### src/rtl/mem_copy_dma.sv
// mem_copy_dma: bus initiator that copies LEN 32-bit words from a source
// word range to a destination word range, one outstanding transaction at a
// time, over the native valid/ready/wstrb memory bus.
//
// Ports:
//   clk, resetn            clock, asynchronous active-low reset
//   start                  command strobe, accepted while idle or in done cycle
//   src_addr, dst_addr     byte addresses, bits [1:0] ignored
//   len                    word count (0 is legal: immediate done, no traffic)
//   busy, done             status; done is a one-cycle pulse
//   mem_valid/mem_ready    request handshake
//   mem_wstrb              0000 read, 1111 full-word write
//   mem_addr/mem_wdata     request address / write data
//   mem_rdata              read data, valid with mem_ready
//
// Optional feature (macro MEM_COPY_DMA_FILL_EN): adds fill / fill_data inputs;
// a fill command writes fill_data to LEN consecutive destination words and
// performs no reads.
module mem_copy_dma #(
   parameter int LEN_W = 16
) (
   input  logic             clk,
   input  logic             resetn,
   input  logic             start,
   input  logic [31:0]      src_addr,
   input  logic [31:0]      dst_addr,
   input  logic [LEN_W-1:0] len,
`ifdef MEM_COPY_DMA_FILL_EN
   input  logic             fill,
   input  logic [31:0]      fill_data,
`endif
   output logic             busy,
   output logic             done,
   output logic             mem_valid,
   input  logic             mem_ready,
   output logic [3:0]       mem_wstrb,
   output logic [31:0]      mem_addr,
   output logic [31:0]      mem_wdata,
   input  logic [31:0]      mem_rdata
);

   localparam logic [2:0] IDLE = 3'd0;
   localparam logic [2:0] RD   = 3'd1;
   localparam logic [2:0] RGAP = 3'd2;
   localparam logic [2:0] WR   = 3'd3;
   localparam logic [2:0] WGAP = 3'd4;

   logic [2:0]       state;
   logic [29:0]      src_w;     // word pointers; +1 wraps the byte address mod 2^32
   logic [29:0]      dst_w;
   logic [LEN_W-1:0] rem;
   logic [31:0]      buf_q;
   logic             zdone;     // done pulse for a zero-length command
`ifdef MEM_COPY_DMA_FILL_EN
   logic             fill_q;
`endif

   logic       last;
   logic       accept;
   logic [2:0] first_st;
   logic [2:0] loop_st;
   logic       unused_addr_lsbs;

   assign unused_addr_lsbs = &{1'b0, src_addr[1:0], dst_addr[1:0]};

   // The WGAP cycle of the final word is the done cycle; it counts as idle.
   assign last   = (state == WGAP) && (rem == '0);
   assign accept = start && ((state == IDLE) || last);

`ifdef MEM_COPY_DMA_FILL_EN
   assign first_st = fill ? WR : RD;
   assign loop_st  = fill_q ? WR : RD;
`else
   assign first_st = RD;
   assign loop_st  = RD;
`endif

   // Bus outputs decode straight from registered state so reset drops
   // mem_valid immediately and the request fields hold while it waits.
   assign mem_valid = (state == RD) || (state == WR);
   assign mem_wstrb = (state == WR) ? 4'hF : 4'h0;
   assign mem_addr  = {((state == WR) ? dst_w : src_w), 2'b00};
   assign mem_wdata = buf_q;
   assign done      = zdone || last;
   assign busy      = (state != IDLE) && !last;

   always_ff @(posedge clk or negedge resetn) begin
      if (!resetn) begin
         state  <= IDLE;
         src_w  <= '0;
         dst_w  <= '0;
         rem    <= '0;
         buf_q  <= '0;
         zdone  <= 1'b0;
`ifdef MEM_COPY_DMA_FILL_EN
         fill_q <= 1'b0;
`endif
      end else begin
         zdone <= 1'b0;
         if (accept) begin
            if (len != '0) begin
               src_w <= src_addr[31:2];
               dst_w <= dst_addr[31:2];
               rem   <= len;
               state <= first_st;
`ifdef MEM_COPY_DMA_FILL_EN
               fill_q <= fill;
               if (fill) buf_q <= fill_data;
`endif
            end else begin
               zdone <= 1'b1;
               state <= IDLE;
            end
         end else begin
            case (state)
               RD: if (mem_ready) begin
                  buf_q <= mem_rdata;
                  state <= RGAP;
               end
               RGAP: state <= WR;
               WR: if (mem_ready) begin
                  rem   <= rem - LEN_W'(1);
                  src_w <= src_w + 30'd1;
                  dst_w <= dst_w + 30'd1;
                  state <= WGAP;
               end
               WGAP: state <= (rem != '0) ? loop_st : IDLE;
               default: state <= IDLE;
            endcase
         end
      end
   end

endmodule

### config.mk
export PLATFORM = sky130hd
export DESIGN_NAME = mem_copy_dma
export DESIGN_NICKNAME = d
export VERILOG_FILES = /design/src/rtl/mem_copy_dma.sv
export SDC_FILE = /design/constraint.sdc
export NUM_CORES = 1
export LEC_CHECK = 0
export CORE_MARGIN = 2
export CORE_UTILIZATION = 45
export DETAILED_ROUTE_END_ITERATION = 10
export DONT_BUFFER_PORTS = 1
export SYNTH_ARGS = -nofsm -noshare
export SYNTH_HDL_FRONTEND = slang
export SYNTH_SLANG_ARGS = --single-unit
### constraint.sdc
create_clock -name clk -period 4.2 [get_ports clk]
set_clock_uncertainty 0.2 [all_clocks]
set_input_delay 0.42 -clock clk [delete_from_list [all_inputs] [get_ports clk]]
set_output_delay 0.42 -clock clk [all_outputs]
set_load 0.02 [all_outputs]
* After elaboration in Yosys (flattened, before gate mapping)
Cells that the tools add are included.
Storage, ports and cells: register bits after elaboration 112, input bits 116, output and inout bits 71
Cells by class: add/subtract/negate cells 3, equal/unequal tests 7, muxes and demuxes 22, bitwise logic cells 1, reduce and logical (&&, ||, !) cells 17
Operators with widths (count):
- $mux W30 | 9
- $mux W16 | 4
- $add A30 B1 Y30 const B | 2
- $reduce_bool A16 Y1 | 2
- $logic_not A16 Y1 | 1
- $sub A16 B1 Y16 const B | 1
- $pmux W3 S4 | 1
- $mux W3 | 3
- $eq A3 B2 Y1 const B | 2
- $ne A3 B3 Y1 const B | 2
- $reduce_and A3 Y1 | 2
- $mux W1 | 4
- $mux W4 | 1
- $reduce_bool A2 Y1 | 2
- $eq A3 B1 Y1 const B | 1
- $eq A3 B3 Y1 const B | 1
- $logic_and A1 B1 Y1 | 3
- $logic_not A3 Y1 | 1
- $logic_or A1 B1 Y1 | 3
- $reduce_bool A3 Y1 | 1
- $ne A2 B1 Y1 const B | 1
- $reduce_and A2 Y1 | 1
- $logic_not A1 Y1 | 1
- $not A1 Y1 | 1

* Longest topological paths before layout
depth in word-level cells 6, depth in mapped cells 9, depth with buffers taken out 7

* Worst setup path after synthesis
OpenSTA, ideal clock, no wires.
path type reg2out, start register state[2], end output port mem_addr[30], arrival 1.896 ns, required time 3.580 ns, slack 1.684 ns, cell stages (with the launch flop) 8, path buffers 2, cell sequence dfrtp_1 > buf_2 > nor2b_1 > nand2_1 > clkbuf_1 > inv_1 > nand2_1 > o21ai_0
Between the ends: word-level cells in the longest chain between the ends 2
Ends and longest elaborated chain:
- start, declared | RTL line 48 | logic [2:0] state;
- start signal, assigned | RTL line 105 | state <= first_st;
- start signal, assigned | RTL line 127 | WGAP: state <= (rem != '0) ? loop_st : IDLE;
- $eq A3 B2 Y1 | RTL line 82 | assign mem_addr = {((state == WR) ? dst_w : src_w), 2'b00};
- $mux W30 | RTL line 82
- end, declared | RTL line 37 | output logic [31:0] mem_addr,
No other way between the ends.

* Final worst setup path
start register rem[1], end register src_w[0]
Between the ends: word-level cells in the longest chain between the ends 6
Ends and longest elaborated chain:
- start, declared | RTL line 51 | logic [LEN_W-1:0] rem;
- start signal, assigned | RTL line 104 | rem <= len;
- start signal, assigned | RTL line 122 | rem <= rem - LEN_W'(1);
- $logic_not A16 Y1 (*) | RTL line 67 | assign last = (state == WGAP) && (rem == '0);
- $logic_and A1 B1 Y1 (*) | RTL line 67
- $logic_or A1 B1 Y1 (*) | RTL line 68 | assign accept = start && ((state == IDLE) || last);
- $logic_and A1 B1 Y1 (*) | RTL line 68
- $ne A2 B1 Y1 (no source line) or $reduce_bool A2 Y1 (tied branches)
- $reduce_and A3 Y1 (no source line)
- end signal, assigned | RTL line 102 | src_w <= src_addr[31:2];
- end signal, assigned | RTL line 123 | src_w <= src_w + 30'd1;
- end, declared | RTL line 49 | logic [29:0] src_w;
Every way passes the cells marked *; elsewhere a longest branch is shown, timed or not. A chain may end at the register's enable or synchronous reset.

==> results_tabular.tex <==
\begin{tabular}{lr}
\hline
Metric & Value \\
\hline
\multicolumn{2}{l}{\textbf{Global routing}} \\
Maximum number of pins on one net before global-route repair & about 110 \\
Number of antenna violations at the first check in global routing & 1 \\
Wire length of the first global-routing pass & 28,600 um \\
Via count of the first global-routing pass & 5,074 \\
GRT Total Usage & 24.8\% \\
Total global routing overflow & 0 \\
\multicolumn{2}{l}{\textbf{Synth}} \\
Area fraction of the dominant cell type after synthesis & 43.8\% \\
Synthesized area per cell & approximately 9.7 um2 \\
Post-synth top area cell & dfrtp\_1 \\
Library cells used by synthesis & 59 \\
Share of async-settable or async-resettable flops after synthesis & 100\% \\
Post-synth EDFFs & 0 \\
Primary FF master, synth & dfrtp\_1 \\
Post-synthesis cell area & about 6400 um2 \\
Number of warnings reported in the yosys synthesis log & 0 \\
Proportion of synthesized chip area in sequential cells & between 40 and 50\% \\
Register bit total from synthesis & 112 \\
Instance count of the mapped netlist & 662 \\
Top cells by area, synth & dfrtp\_1 (44\%), mux2\_2 (11\%), nor3\_1 (3.5\%), nor2\_1 (3.0\%), a211oi\_1 (2.8\%) \\
\multicolumn{2}{l}{\textbf{Min path}} \\
Worst Hold Class & primary input to flip-flop \\
Beginning of the worst hold path & mem\_rdata[25] \\
Worst hold endpoint & mem\_wdata[25] \\
Number of cells on the worst hold path & 1 \\
\multicolumn{2}{l}{\textbf{Final layout}} \\
Fraction of layout cells with a size suffix above 1 & between 10\% and 20\% \\
Leading cell type in the layout, fill and taps excluded & dfrtp\_1 \\
Highest-count cells in the layout ignoring fill and taps & dfrtp\_1 (112), mux2\_2 (60), nor2\_1 (50) \\
Synth-to-Final Area Change & 9.91\% \\
Combined area of the multi-input logic cells & about 3300 um2 \\
Post-layout nets & 780 \\
Filler instances & 1,297 \\
Final cell count without fillers & roughly 850 \\
Sequential cell area & 2800 um2 \\
\# diodes & 0 \\
\multicolumn{2}{l}{\textbf{Clock network}} \\
Clock tree from TritonCTS & done \\
Clock insertion delay at the later pin of the skew report & 0.35 ns \\
CTS H-Tree Depth & 3 \\
Clock sink total & 112 \\
Deepest clock path buffer count & 2 \\
Clock buffers created by TritonCTS & 9 \\
Number of post-CTS setup repair buffers & 0 \\
Cell chosen for the clock root & clkbuf\_16 \\
Worst-path clk slew & 0.08 ns \\
\multicolumn{2}{l}{\textbf{Floorplan}} \\
Overall die width & 123 um \\
Core region area & 13,900 um2 \\
IO Count & 187 \\
Starting Density & 46.1\% \\
Die ar. & 15,200 um2 \\
Die span in y & 123 um \\
Std cell rows & 43 \\
\multicolumn{2}{l}{\textbf{Placement}} \\
Final RePlAce weighted congestion & 0.915 \\
Buffers added on ports & 0 \\
Placed wire-length estimate & 13,600 um \\
Placed cells & 816 \\
\multicolumn{2}{l}{\textbf{Timing}} \\
Final Hold Slack & approximately 0.015 ns \\
Worst-case headroom to the max-slew limit & a little over 30\% \\
Number of failing setup endpoints in the final timing report & 0 \\
Max-slew violation count & 0 \\
Total negative slack for setup checks & 0 ns \\
Unrepaired setup endpoints after global routing & no \\
Number of hold violations in the final report & 0 \\
Tmin final & 3.13 ns \\
Share of the clock period used by the worst path & 74.5\% \\
Maximum clock rate & 319 MHz \\
Worst Max-Slew Pin Slew & approximately 1.0 ns \\
\multicolumn{2}{l}{\textbf{Critical path}} \\
Worst Path Arrival & 3.17 ns \\
Flop2flop setup slack & 1.07 ns \\
Reg-to-reg startpoint & rem[1] \\
Gate family responsible for the most delay along the worst path & compound AO/OA/AOI/OAI gates \\
Endpoint class of the critical path & flip-flop \\
Required time of the critical path & 4.24 ns \\
Kind of critical path & flip-flop to flip-flop \\
RR Endpoint & src\_w[0] \\
CP Cell Sequence & inv\_1 -> ha\_1 -> nor4b\_1 -> and4\_1 -> o211ai\_1 -> nand2\_1 -> o221a\_2 \\
Slowest Stage Delay on Critical Path & 0.81 ns \\
Highest fanout seen on the critical path & 13 \\
Number of cells on the worst reg-to-reg path & 7 \\
Critical Path Source Type & flip-flop \\
Combined buffer and inverter count along the critical path & 1 \\
Critical path's slowest cell & o211ai\_1 \\
\multicolumn{2}{l}{\textbf{Detailed routing}} \\
Routed via count & 5,392 \\
Starting DRC count in detailed routing & 475 \\
Total length of routed wires & 19,000 um \\
Total iterations of the first detailed-routing run & 6 \\
Routed length per placed instance & between 20 and 25 um \\
Number of vias per cell & 6.37 \\
DRC Markers & 0 \\
Number of nets still failing antenna checks after routing & 0 \\
\multicolumn{2}{l}{\textbf{Outcome}} \\
Outcome & finished, final reports clean \\
\multicolumn{2}{l}{\textbf{Pwr}} \\
Maximum vdd ir drop & 0.305 mV \\
Power per unit of standard cell area & 799 nW/um2 \\
Static leakage power & 0.00273 uW \\
\multicolumn{2}{l}{\textbf{Job}} \\
Max-cap violations & 0 \\
\hline
\end{tabular}
[registers in the layout (all words and copies together) (netlist names)]
signal / flops
rem: 16
dst_w: 30
zdone: 1
state: 3
mem_wdata: 32
src_w: 30
[what timing repair did]
item,CTS,global route
hold endpoints to repair,121,3
gates resized for setup,0,0
hold buffers,11,3
[how the worst max path moves through the flow]
stage	from	to	slack, ns	depth (start not counted)
finish	rem[1]	src_w[0]	1.07	7
global route	rem[0]	src_w[0]	0.82	7
CTS	rem[1]	src_w[0]	1.06	7
detailed placement	len[8]	src_w[0]	1.05	5
global placement	rem[0]	src_w[0]	1.11	7
floorplan	state[2]	mem_addr[30]	1.68	7
[synth_stat cells, types with 4 or more instances]
cell	count
buf_4	6
o21ai_0	16
mux2i_1	14
buf_2	16
mux2_2	60
nand3_1	34
nand4_1	12
o2bb2ai_1	7
and2_1	6
nand2_1	47
o22ai_1	13
clkbuf_1	17
nor2_1	51
a21oi_1	30
o21ai_1	5
inv_1	20
or3_1	8
nor4_1	12
o221a_2	15
or2_2	5
a311oi_1	9
nor3_1	45
o211ai_1	7
a211oi_1	24
dfrtp_1	112
and3_1	10
and4_1	7
buf_1	4
[power by group]
| part | internal [uW] | total (uW) | switching (uW) |
|---|---|---|---|
| registers | 1590 | 2400 | 801 |
| logic | 931 | 2260 | 1330 |
| clock network | 543 | 961 | 418 |
[final cells by class]
cell class	count	area share, %
clock buffer	10	3.40
clock inverter	6	1.28
inverter	20	1.07
multi-input combinational	487	47.2
sequential	112	39.8
tap	180	3.20
timing repair buffer	31	4.05
[stage by stage]
step           area, um2  setup WS, ns  power, uW  util, %
2_1_floorplan       6400          1.68       4050        -
3_3_place_gp        6550          1.11       4560     47.2
3_5_place_dp        6550          1.05       4650     47.2
4_1_cts             7010          1.06       5650     50.5
5_1_grt             7040         0.820       5960     50.7
6_report            7040          1.07       5620     50.7
[logic make-up after synthesis]
logic type	count (synthesis)	share of synthesized area [%]
muxes	74	12.7
adders and majority gates	3	0.586
and+or+nand+nor	256	20.9
AOI/OAI and AO/OA	150	17.1
xor gates and xnor gates	2	0.274
buffers and inverters	64	4.53
other	1	0.0586
DFF	112	43.8
[layer usage]
metal / track usage, % / part of all wire, % / vias up
li1: - / - / 2493
met1: 33.8 / 41 / 2688
met2: 39.0 / 49 / 188
met3: 6.78 / 7.6 / 21
met4: 6.82 / 1.8 / 2
met5: 0 / 0.068 / -
Power figures use the tool's default switching activity.
